`config.mk`:
```
export PLATFORM = sky130hd
export DESIGN_NAME = muldiv_ctrl
export DESIGN_NICKNAME = d
export VERILOG_FILES = /design/src/rtl/muldiv_pkg.sv /design/src/rtl/muldiv_ctrl_hilo_regs.sv /design/src/rtl/muldiv_ctrl.sv
export SDC_FILE = /design/constraint.sdc
export NUM_CORES = 1
export LEC_CHECK = 0
export ABC_AREA = 1
export CAP_MARGIN = 20
export CORE_ASPECT_RATIO = 0.6
export CORE_UTILIZATION = 35
export CTS_CLUSTER_DIAMETER = 50
export DETAILED_ROUTE_END_ITERATION = 10
export DONT_BUFFER_PORTS = 1
export GPL_TIMING_DRIVEN = 0
export SETUP_SLACK_MARGIN = 0.5
export SLEW_MARGIN = 20
export SYNTH_ARGS = -nofsm -noshare
export SYNTH_HDL_FRONTEND = slang
export SYNTH_SLANG_ARGS = --single-unit
```
`constraint.sdc`:
```
create_clock -name clk -period 1.65 [get_ports clk]
set_clock_uncertainty 0.05 [all_clocks]
set_input_delay 0.33 -clock clk [delete_from_list [all_inputs] [get_ports clk]]
set_output_delay 0.33 -clock clk [all_outputs]
set_load 0.05 [all_outputs]
```
`src/rtl/muldiv_pkg.sv`:
```
// Shared definitions for the multiply/divide sequencer.
// Op encodings, FSM states and the default datapath width.
package muldiv_pkg;

  localparam int DEF_WIDTH = 32;

  typedef enum logic [1:0] {
    OP_MULT = 2'b00,
    OP_DIV  = 2'b01,
    OP_MFHI = 2'b10,
    OP_MFLO = 2'b11
  } op_e;

  typedef enum logic [1:0] {
    IDLE     = 2'b00,
    MULT_RUN = 2'b01,
    DIV_RUN  = 2'b10
  } state_e;

endpackage

```
`src/rtl/muldiv_ctrl_hilo_regs.sv`:
```
// Architectural HI/LO register pair.
// Loaded from either the multiplier or the divider results.
module hilo_regs
  import muldiv_pkg::*;
#(
  parameter int WIDTH = DEF_WIDTH
) (
  input  logic             clk,
  input  logic             reset,
  input  logic             we,
  input  logic             sel_div,
  input  logic [WIDTH-1:0] mult_hi,
  input  logic [WIDTH-1:0] mult_lo,
  input  logic [WIDTH-1:0] div_hi,
  input  logic [WIDTH-1:0] div_lo,
  output logic [WIDTH-1:0] hi,
  output logic [WIDTH-1:0] lo
);

  // Capture the selected unit's result on a write enable.
  always_ff @(posedge clk) begin
    if (reset) begin
      hi <= '0;
      lo <= '0;
    end else if (we) begin
      hi <= sel_div ? div_hi : mult_hi;
      lo <= sel_div ? div_lo : mult_lo;
    end
  end

endmodule

```
`src/rtl/muldiv_ctrl.sv`:
```
// Sequencer between the CPU control unit and the iterative
// multiplier/divider: start pulses, stall, HI/LO, errors.
module muldiv_ctrl
  import muldiv_pkg::*;
#(
  parameter int WIDTH   = DEF_WIDTH,
  parameter int TIMEOUT = 40
) (
  input  logic             clk,
  input  logic             reset,
  input  logic             op_valid,
  input  logic [1:0]       op,
  input  logic [WIDTH-1:0] srcA,
  input  logic [WIDTH-1:0] srcB,
  output logic             busy,
  output logic [WIDTH-1:0] result,
  output logic             result_valid,
  output logic             divZero,
  output logic             timeout,
  output logic             mult_start,
  output logic             div_start,
  output logic [WIDTH-1:0] unit_a,
  output logic [WIDTH-1:0] unit_b,
  input  logic             mult_done,
  input  logic             div_done,
  input  logic [WIDTH-1:0] mult_hi,
  input  logic [WIDTH-1:0] mult_lo,
  input  logic [WIDTH-1:0] div_hi,
  input  logic [WIDTH-1:0] div_lo,
  output logic [WIDTH-1:0] hi,
  output logic [WIDTH-1:0] lo
);

  localparam int CW = $clog2(TIMEOUT + 1);

  state_e           state, state_nx;
  logic [CW-1:0]    cnt, cnt_nx, cnt_inc;
  logic [WIDTH-1:0] ua_nx, ub_nx, res_nx;
  logic             busy_nx, rv_nx, dz_nx;
  logic             to_nx, ms_nx, ds_nx;
  logic             we, sel_div, unit_done;

  assign cnt_inc = cnt + CW'(1);

  // A done raised during the start pulse cycle is too early.
  assign unit_done = (state == MULT_RUN) ? mult_done
                                         : div_done;

  // Next-state, counter and registered-output decisions.
  always_comb begin
    state_nx = state;
    cnt_nx   = cnt;
    ua_nx    = unit_a;
    ub_nx    = unit_b;
    res_nx   = result;
    rv_nx    = 1'b0;
    dz_nx    = 1'b0;
    to_nx    = 1'b0;
    ms_nx    = 1'b0;
    ds_nx    = 1'b0;
    we       = 1'b0;
    sel_div  = 1'b0;
    unique case (state)
      IDLE: begin
        if (op_valid) begin
          unique case (op_e'(op))
            OP_MULT: begin
              state_nx = MULT_RUN;
              ms_nx    = 1'b1;
              ua_nx    = srcA;
              ub_nx    = srcB;
              cnt_nx   = '0;
            end
            OP_DIV: begin
              if (srcB == '0) begin
                dz_nx = 1'b1;
              end else begin
                state_nx = DIV_RUN;
                ds_nx    = 1'b1;
                ua_nx    = srcA;
                ub_nx    = srcB;
                cnt_nx   = '0;
              end
            end
            OP_MFHI: begin
              res_nx = hi;
              rv_nx  = 1'b1;
            end
            OP_MFLO: begin
              res_nx = lo;
              rv_nx  = 1'b1;
            end
          endcase
        end
      end
      MULT_RUN, DIV_RUN: begin
        cnt_nx = cnt_inc;
        if (unit_done && !(mult_start || div_start)) begin
          we       = 1'b1;
          sel_div  = (state == DIV_RUN);
          state_nx = IDLE;
        end else if (cnt_inc == CW'(TIMEOUT)) begin
          to_nx    = 1'b1;
          state_nx = IDLE;
        end
      end
      default: state_nx = IDLE;
    endcase
    busy_nx = (state_nx != IDLE);
  end

  // State, counter and all registered outputs.
  always_ff @(posedge clk) begin
    if (reset) begin
      state        <= IDLE;
      cnt          <= '0;
      busy         <= 1'b0;
      result       <= '0;
      result_valid <= 1'b0;
      divZero      <= 1'b0;
      timeout      <= 1'b0;
      mult_start   <= 1'b0;
      div_start    <= 1'b0;
      unit_a       <= '0;
      unit_b       <= '0;
    end else begin
      state        <= state_nx;
      cnt          <= cnt_nx;
      busy         <= busy_nx;
      result       <= res_nx;
      result_valid <= rv_nx;
      divZero      <= dz_nx;
      timeout      <= to_nx;
      mult_start   <= ms_nx;
      div_start    <= ds_nx;
      unit_a       <= ua_nx;
      unit_b       <= ub_nx;
    end
  end

  hilo_regs #(
    .WIDTH(WIDTH)
  ) u_hilo (
    .clk    (clk),
    .reset  (reset),
    .we     (we),
    .sel_div(sel_div),
    .mult_hi(mult_hi),
    .mult_lo(mult_lo),
    .div_hi (div_hi),
    .div_lo (div_lo),
    .hi     (hi),
    .lo     (lo)
  );

endmodule

```
# Word-level counts from Yosys, hierarchy flattened
# Index checks and enable logic that the tools add are counted.
[op_classes]
bitwise = 4
eq_ne = 10
add_sub_neg = 1
mux = 27
n_reduce_logical = 18
[ops]
columns = ["cell", "count"]
rows = [
  ["$pmux 32 s2", 3],
  ["$mux 32", 4],
  ["$logic_not 32->1", 1],
  ["$pmux 6 s2", 2],
  ["$mux 6", 2],
  ["$mux 1", 10],
  ["$mux 2", 4],
  ["$pmux 2 s2", 2],
  ["$reduce_and 4->1", 2],
  ["$reduce_bool 2->1", 4],
  ["$add 6x1->6 const B", 1],
  ["$eq 2x2->1 const B", 3],
  ["$eq 6x6->1 const B", 1],
  ["$reduce_or 3->1", 2],
  ["$eq 2x1->1 const B", 2],
  ["$logic_not 2->1", 2],
  ["$ne 2x2->1 const B", 2],
  ["$not 1->1", 4],
  ["$reduce_or 2->1", 2],
  ["$reduce_or 4->1", 1],
  ["$ne 3x1->1 const B", 1],
  ["$ne 3x3->1 const B", 1],
  ["$reduce_and 3->1", 1],
  ["$logic_and 1x1->1", 1],
  ["other kinds (2)", 2],
]
[totals]
out_inout_bits = 166
wordCells = 73
regBits = 174
input_bits = 199

# Logic depth before layout (Yosys ltp)
# Gate-level depths: netlist of run 1.
[depth]
depth_word = 6
depth_mapped = 12
depth_no_buf = 11

# By module
# From an unflattened synthesis of run 1, not the netlist that was laid out.
[unflattened]
cells_unflattened = 1164
area_unflattened_um2 = 7826.3
[modules_own_cells]
columns = ["mod", "cells_each", "seq_area_each_um2", "n_inst", "area_each_um2"]
rows = [
  ["muldiv_ctrl", 617, 2202.1, 1, 4506.8],
  ["hilo_regs", 547, 1281.2, 1, 3319.4],
]

# Least setup slack after synthesis of run 1
# Ideal clock, no wire load.
[synth_timing]
kind = "reg2reg"
start = "register state[0]"
end = "register u_hilo.hi[11]"
t_required_ns = 1.472
n_path_buf = 3
setup_time_ns = 0.128
synth_period_minus_slack_ns = 1.724
slack_ns = -0.074
arrival_time_ns = 1.546
path_stages_with_launch = 12
cell_sequence = "dfxtp_1 -> inv_1 -> ha_1 -> buf_2 -> inv_1 -> nor2_4 -> buf_6 -> buf_4 -> o21ai_0 -> nor2_1 -> a21oi_1 -> nor2_1"
[synth_via]
elab_chain_len = 6
word_cells_on_any_way = 10
classes_between = "eq/ne (2); mux (6); reduce/logical (2)"
[synth_rtl]
columns = ["element", "line_no", "text"]
rows = [
  ["from (decl)", "muldiv_ctrl.sv:36", "state_e state, state_nx;"],
  ["from (signal assigned)", "muldiv_ctrl.sv:127", "state <= state_nx;"],
  ["$eq 2x1->1", "muldiv_ctrl.sv:46, muldiv_ctrl.sv:63", ""],
  ["$mux 1", "muldiv_ctrl.sv:46", "assign unit_done = (state == MULT_RUN) ? mult_done"],
  ["$logic_and 1x1->1", "muldiv_ctrl.sv:98", "if (unit_done && !(mult_start || div_start)) begin"],
  ["$mux 1", "muldiv_ctrl.sv:98", ""],
  ["$mux 1", "muldiv_ctrl.sv:63", "unique case (state)"],
  ["$mux 32", "muldiv_ctrl_hilo_regs.sv:26", "hi <= sel_div ? div_hi : mult_hi;"],
  ["to (signal assigned)", "muldiv_ctrl_hilo_regs.sv:26", ""],
  ["to (decl)", "muldiv_ctrl_hilo_regs.sv:16", "output logic [WIDTH-1:0] hi,"],
]
# Several ways; a longest one is shown, not always the timed one.
# A chain may end at the register's enable or synchronous reset.

# Worst setup path in the final report of run 1
[layout_timing]
start = "register state[1]"
end = "register u_hilo.hi[19]"
# Same word-level chain as after synthesis.

==> results.py, run 1 <==
metrics = {
    "run": {
        "maxCapViolCount": 0,
    },
    "routing": {
        "first_iter_violations": 554,
        "detail-route-antenna-nets": 0,
        "number_of_iterations_in_the_first_detailed_routing_pass": 6,
        "route.vias.total": 8545,
        "vias_per_cell": 5.739,
        "remaining_drc_errors": 0,
        "totalWireLength_mm": 34.82,
        "route.detailed.wl_per_inst_um": 23.38,
    },
    "cts": {
        "numCtsBuffers": 17,
        "insertion_delay_ps": 430,
        "clk_path_buf_depth": 2,
        "cts_tree": "built",
        "h-tree-depth": 4,
        "tritoncts_num_sinks": 174,
        "cts_root_buffer": "clkbuf_16",
        "reg_clk_slew_reported_paths_ps": 80,
    },
    "placement": {
        "dp_hpwl_mm": 20.72,
        "gp_routability_congestion": 0.8611,
        "portBuffers": 0,
        "cell_area_reported_after_detailed_placement_um2": 8384,
        "placed_cells_incl_taps": 1268,
    },
    "global_route": {
        "grtUsageTotal_pct": 29.22,
        "grt_max_degree": 17,
        "number_of_antenna_violations_at_the_first_check_in_global_routing": 1,
        "globalRouteOverflowTotal": 0,
        "grt_pass1_wl_mm": 47.53,
        "vias_in_the_first_global_route": 7977,
    },
    "power_and_ir_drop": {
        "worst_ir_drop_vdd_mv": 0.7506,
        "net_switching_power_of_the_design_mw": 4.364,
        "power_frac_clock_pct": 33.3,
        "p_leak_nw": 4.923,
        "cellInternalPower_mw": 8.017,
        "power.share.combinational_pct": 20.7,
        "sw_share_pct": 35.25,
        "seq_power_share_pct": 46.0,
        "power.density_nw_per_um2": 928.5,
        "total_power_mw": 12.38,
    },
    "finish": {
        "area_used_by_multi_input_combinational_logic_um2": 5045,
        "diodes": 0,
        "areaGrowthSynthToFinish_pct": 81.24,
        "drive_gt1_share_pct": 53.70,
        "layout.cell_area.non_filler_um2": 13330,
        "nNetsFinal": 1407,
        "regArea_um2": 4124,
        "finalCoreUtilization_pct": 65.62,
        "final_cells": 1489,
        "filler_cell_count": 1514,
    },
    "sta": {
        "finalHoldViolations": 0,
        "tightest_slew_ps": 795.0,
        "fin_crit_share_pct": 112.9,
        "final_period_minus_worst_setup_slack_ps": 1863,
        "slew-limit-headroom_pct": 47.00,
        "setup_slack_ps": -212.7,
        "clock.fmax_ghz": 0.5369,
        "fin_setup_tns_ps": -9335,
        "final-setup-viol-count": 90,
        "grt_setup_unrepaired": "true",
        "drv_slew": 0,
    },
    "synth": {
        "synth_fp_nets": 1199,
        "fraction_of_the_yosys_area_taken_by_sequential_cells_pct": 47.35,
        "syn_inst": 995,
        "yosys.cell_types.count": 26,
        "ys_warn_count": 0,
        "synth.ff_latch_count": 174,
        "syn_area_per_cell_um2": 7.394,
        "synth.cell_area_um2": 7357,
    },
    "floorplanning": {
        "die_w_um": 189.2,
        "dieHeight_um": 114.3,
        "total_number_of_placement_rows": 40,
        "floorplan.initialDensity_pct": 36.21,
        "boundary_pins": 365,
        "area_of_the_die_um2": 21620,
        "core_footprint_um2": 20320,
    },
    "run_status": {
        "status": "finished, violations left",
        "violations_in_the_final_reports": "setup timing",
    },
    "min_path": {
        "hold_class": "in -> reg",
    },
    "worst_setup_path": {
        "timing.critical_path.from_type": "flip-flop",
        "path_class": "reg -> reg",
        "worst-path-max-fanout": 8,
        "timing.critical_path.arrival_ps": 2170,
        "timing.critical_path.to_type": "flip-flop",
        "cp.required_ps": 1950,
    },
}
[power groups by stage]
stage	Combinational, mW	Sequential (mW)	Clock (mW)
2_1_floorplan	0.977	5.65	0
3_3_place_gp	1.24	5.79	0
3_5_place_dp	1.27	5.79	0
4_1_cts	2.07	5.66	4.15
5_1_grt	2.71	5.72	4.37
6_report	2.57	5.70	4.12
[kinds of logic (layout without fill, tap and decap cells)]
| group | Yosys count | count (layout) | share of synthesized area [%] |
|---|---|---|---|
| compound gates | 296 | 296 | 21.11 |
| fa+ha+maj | 5 | 5 | 0.8503 |
| buf+inv | 100 | 319 | 7.058 |
| flops | 174 | 174 | 47.35 |
| simple gates | 420 | 422 | 23.64 |
[per-layer routing]
| metal | share of wire (%) | up-vias | track usage, % |
|---|---|---|---|
| met5 | 0 | - | 0 |
| met1 | 43 | 4186 | 40.39 |
| met4 | 2.5 | 0 | 8.065 |
| li1 | - | 3823 | - |
| met3 | 8.8 | 63 | 8.857 |
| met2 | 45 | 473 | 43.90 |
[sequential cells by signal (all words and copies together) (netlist names), 2 cells and up]
name	cells
u_hilo.hi	32
cnt	6
result	32
u_hilo.lo	32
unit_b	32
state	2
unit_a	32
[worst max-delay path, stage by stage (launching register included)]
cell and delay, ps:
dfxtp_4 360, inv_6 70, ha_4 130, buf_4 100, inv_2 30, o21ai_2 190, nor2_4 80, buf_8 150
buf_12 150, buf_6 110, buf_6 110, buf_16 120, a31oi_1 130
[worst paths after layout]
check / slack [ps] / cells past startpoint / startpoint / endpoint
worst max-delay path: -210 / 12 / state[1]$_SDFF_PP0_ / u_hilo.hi[19]$_SDFFE_PP0P_
worst min-delay path: 10 / 2 / mult_lo[9] / u_hilo.lo[9]$_SDFFE_PP0P_
worst max register to register: -210 / 12 / state[1]$_SDFF_PP0_ / u_hilo.hi[19]$_SDFFE_PP0P_
worst min register to register: 480 / 2 / cnt[2]$_SDFFE_PP0P_ / cnt[2]$_SDFFE_PP0P_
[final cells by class]
class,instances,share of cell area (%)
clock inverters,12,1.004
repair inverters,1,0.05630
repair buffers,186,17.12
multi-input cells,723,37.83
well taps,273,2.562
clock buffers,20,3.425
inverters,22,0.7694
flip-flops and latches,174,30.93
plain buffers,78,6.296
[repair_timing]
action / CTS / global route
pin swaps: 82 / 62
endpoints found under the hold margin: 93 / 1
hold buffers: 111 / 1
cloned: 18 / 8
resized for setup: 539 / 225
endpoints found under the setup margin: 340 / 340
setup buffers: 37 / 14
[stage by stage]
step | setup slack, ps | hold WS, ps
finish | -212.7 | 12.25
global route | -313.4 | -5.201
CTS | -150.5 | 0.4287
detailed placement | -418.9 | 427.7
global placement | -316.8 | 428.0
floorplan | 89.74 | 406.4
[synth_stat cells, drive strengths merged]
master / count / share of area [%]
or2: 1 / 0.085
a31oi: 37 / 3.1
a21oi: 157 / 11
nor3: 2 / 0.20
o21ai: 95 / 6.6
o21a: 7 / 0.71
ha: 5 / 0.85
nand2: 217 / 11
nand3: 77 / 5.2
clkbuf: 42 / 2.1
buf: 36 / 3.8
nor2: 121 / 6.5
dfxtp: 174 / 47
inv: 21 / 1.1
nand4: 2 / 0.17
clkinv: 1 / 0.051
[cells in the final DEF (no fill, tap or decap), types with 6 or more instances in the layout]
cell | synthesis | layout
dfxtp_4 | 0 | 170
nand2_1 | 213 | 140
dlygate4sd3_1 | 0 | 112
nor2_1 | 118 | 103
a21oi_2 | 0 | 94
a21oi_1 | 157 | 58
nand3_2 | 0 | 57
o21ai_0 | 93 | 56
nand2_4 | 1 | 54
a31oi_1 | 37 | 29
clkbuf_16 | 0 | 26
buf_12 | 0 | 24
nand2_2 | 2 | 23
buf_6 | 15 | 23
buf_4 | 3 | 21
clkbuf_1 | 42 | 20
o21ai_2 | 2 | 20
buf_8 | 0 | 19
o21ai_1 | 0 | 17
nand3_4 | 0 | 15
buf_16 | 0 | 13
clkbuf_2 | 0 | 12
inv_1 | 19 | 12
nor2_4 | 3 | 10
nor2_2 | 0 | 8
o21a_1 | 7 | 7
a31oi_4 | 0 | 7
clkbuf_8 | 0 | 6
(Power assumes the default switching activity.)
==> inputs of run 2 (changes only) <==
Settings changed: ABC_AREA 1 to not set.
==> run 2 against run 1 <==
The run still ends with setup timing left. Largest power group unchanged. Critical path type unchanged. Fmax up 1.5%. Critical endpoint is now u_hilo.hi[0]$_SDFFE_PP0P_. Die area up 6.5%. Via count down 15%. Global-route usage down 3.8 points. Cell count down 13%.
==> results.py, run 2 <==
metrics = {
    "run_status": {
        "status": "finished, violations left",
        "violations_in_the_final_reports": "setup timing",
    },
    "synth": {
        "synth_edf_count": 0,
        "fraction_of_the_yosys_area_taken_by_sequential_cells_pct": 44.44,
        "ys_dominant_reg_cell": "dfxtp_1",
        "synth_fp_nets": 1052,
        "synth_top_area_share_pct": 44.44,
        "yosys-top-cells-count": "dfxtp_1, nand2_1, nor2_1, mux2i_1, a211oi_1",
        "synth.most_common_cell": "dfxtp_1",
        "syn_inst": 848,
        "ys_async_sr_fraction_pct": 0,
        "ys_warn_count": 0,
        "yosys.cell_types.count": 45,
        "synth.ff_latch_count": 174,
        "synth.area.top_cells": "dfxtp_1, mux2i_1, a21oi_2, a211oi_1, nand2_1",
        "syn_area_per_cell_um2": 9.244,
        "synthDominantAreaCellType": "dfxtp_1",
        "synth.cell_area_um2": 7839,
    },
    "floorplanning": {
        "floorplan.initialDensity_pct": 36.47,
        "boundary_pins": 365,
        "total_number_of_placement_rows": 41,
        "die_w_um": 195.2,
        "dieHeight_um": 117.9,
        "core_footprint_um2": 21490,
        "area_of_the_die_um2": 23020,
    },
    "cts": {
        "tritoncts_num_sinks": 174,
        "reg_clk_slew_reported_paths_ps": 60,
        "cts_root_buffer": "clkbuf_16",
        "clk_path_buf_depth": 2,
        "numCtsBuffers": 17,
        "h-tree-depth": 4,
        "cts_tree": "built",
        "insertion_delay_ps": 440,
    },
    "sta": {
        "tightest_slew_ps": 900.6,
        "fin_crit_share_pct": 111.2,
        "final_period_minus_worst_setup_slack_ps": 1835,
        "grt_setup_unrepaired": "true",
        "clock.fmax_ghz": 0.5449,
        "final-setup-viol-count": 143,
        "setup_slack_ps": -185.1,
        "drv_slew": 0,
        "finalHoldViolations": 0,
        "slew-limit-headroom_pct": 39.96,
    },
    "power_and_ir_drop": {
        "p_leak_nw": 4.690,
        "worst_ir_drop_vdd_mv": 0.7330,
        "power_frac_clock_pct": 34.7,
        "sw_share_pct": 34.02,
        "total_power_mw": 12.50,
        "power.share.combinational_pct": 20.2,
        "seq_power_share_pct": 45.2,
        "net_switching_power_of_the_design_mw": 4.253,
        "cellInternalPower_mw": 8.248,
        "power.density_nw_per_um2": 947.3,
    },
    "finish": {
        "layout.cell_area.non_filler_um2": 13200,
        "nNetsFinal": 1205,
        "areaGrowthSynthToFinish_pct": 68.35,
        "final_cells": 1292,
        "diodes": 0,
        "mostFrequentLayoutCell": "dfxtp_4",
        "drive_gt1_share_pct": 64.66,
        "filler_cell_count": 1697,
        "layout.cells.most_common_list": "dfxtp_4, nand2_4, a21oi_2",
    },
    "min_path": {
        "worstHoldEndpoint": "cnt[5]$_SDFFE_PP0P_",
        "hold_path.startpoint": "reset",
        "hold_class": "in -> reg",
        "holdPathStages": 2,
    },
    "routing": {
        "vias_per_cell": 5.651,
        "route.detailed.wl_per_inst_um": 24.40,
        "detail-route-antenna-nets": 0,
        "route.vias.total": 7301,
        "number_of_iterations_in_the_first_detailed_routing_pass": 5,
        "remaining_drc_errors": 0,
        "totalWireLength_mm": 31.52,
        "first_iter_violations": 314,
    },
    "worst_setup_path": {
        "timing.critical_path.from_type": "flip-flop",
        "crit_chain": "inv_4 > ha_4 > inv_4 > nor4_4 > buf_6 > buf_12 > buf_8 > nor2_1 > a211oi_1",
        "cp.required_ps": 1930,
        "r2r_start": "state[0]$_SDFF_PP0_",
        "timing.critical_path.arrival_ps": 2120,
        "critical_path.reg2reg.endpoint": "u_hilo.hi[0]$_SDFFE_PP0P_",
        "timing.critical_path.to_type": "flip-flop",
        "worst-path-max-fanout": 7,
        "cpMaxStageDelayCell": "dfxtp_4",
        "cp_top_family": "buffers and inverters",
        "rrSetupSlack_ps": -190,
        "cp.buffers_inverters": 5,
        "path_class": "reg -> reg",
        "rr_worst_depth": 9,
        "slowest_delay_ps": 390,
        "timing.critical_path.mode_cell": "inv_4",
    },
    "global_route": {
        "grtUsageTotal_pct": 25.46,
        "globalRouteOverflowTotal": 0,
        "grt_pass1_wl_mm": 44.24,
        "vias_in_the_first_global_route": 7158,
        "number_of_antenna_violations_at_the_first_check_in_global_routing": 0,
        "grt_max_degree": 17,
    },
    "placement": {
        "dp_hpwl_mm": 19.92,
        "portBuffers": 0,
        "dpl_worst_slack_ps": -385.2,
        "cell_area_reported_after_detailed_placement_um2": 8446,
        "gp_routability_congestion": 0.8136,
        "placed_cells_incl_taps": 1127,
    },
    "run": {
        "maxCapViolCount": 0,
    },
}
-- run 2: cell type report --
| cell class | instances | area [µm²] | share of cell area (%) |
|---|---|---|---|
| multi-input cells | 595 | 5413 | 41.02 |
| flip-flops and latches | 174 | 4114 | 31.17 |
| repair buffers | 134 | 1876 | 14.21 |
| plain buffers | 72 | 795.8 | 6.030 |
| clock buffers | 22 | 454.2 | 3.442 |
| well taps | 279 | 349.1 | 2.645 |
| clock inverters | 9 | 161.4 | 1.223 |
| inverters | 7 | 33.78 | 0.2560 |
-- run 2: kinds of logic after synthesis --
logic type | share of synthesized area [%]
AO/OA/AOI/OAI | 19.94
buffers and inverters | 5.938
flip-flops | 44.44
adder cells (fa/ha/maj) | 0.7981
AND/OR/NAND/NOR | 20.46
multiplexers | 8.428
-- run 2: how the worst max path moves through the flow --
stage | slack [ps] | depth (start not counted) | to | start
after global placement | -330 | 6 | u_hilo.hi[31]$_SDFFE_PP0P_ | state[0]$_SDFF_PP0_
after global routing | -250 | 9 | u_hilo.lo[15]$_SDFFE_PP0P_ | state[0]$_SDFF_PP0_
after CTS | -210 | 7 | state[0]$_SDFF_PP0_ | state[1]$_SDFF_PP0_
final | -190 | 9 | u_hilo.hi[0]$_SDFFE_PP0P_ | state[0]$_SDFF_PP0_
after floorplan | 30 | 7 | state[0]$_SDFF_PP0_ | state[1]$_SDFF_PP0_
after detailed placement | -390 | 6 | u_hilo.hi[31]$_SDFFE_PP0P_ | state[0]$_SDFF_PP0_
-- run 2: layer usage --
layer  part of all wire, %  GRT usage [%]  wire (µm)
met1                    46          34.82      14440
met2                    46          39.29      14470
met3                   7.1          6.418       2232
met4                   1.2          7.480        383
met5                     0              0          0
-- run 2: power by group through the flow --
| stage | Sequential, mW | Combinational [mW] | Clock [mW] |
|---|---|---|---|
| after floorplan | 5.63 | 1.04 | 0 |
| after global placement | 5.75 | 1.30 | 0 |
| after detailed placement | 5.75 | 1.32 | 0 |
| after CTS | 5.63 | 2.05 | 4.40 |
| after global routing | 5.67 | 2.68 | 4.57 |
| final | 5.65 | 2.52 | 4.33 |
-- run 2: repair_timing --
action / 4_1_cts / 5_1_grt
endpoints found under the hold margin: 63 / 1
resized for setup: 528 / 239
buffers inserted: 33 / 8
endpoints found under the setup margin: 338 / 340
cloned: 19 / 10
pin swaps: 64 / 136
hold buffers: 63 / 1
-- run 2: metrics by stage --
step / utilization, % / hold slack (ps) / TNS (ps)
3_3_place_gp: 39.29 / 428.3 / -31840
2_1_floorplan: - / 406.6 / 0
5_1_grt: 61.39 / 18.83 / -24480
4_1_cts: 55.40 / 3.493 / -10480
6_report: 61.39 / 33.89 / -15530
3_5_place_dp: 39.29 / 429.4 / -34060
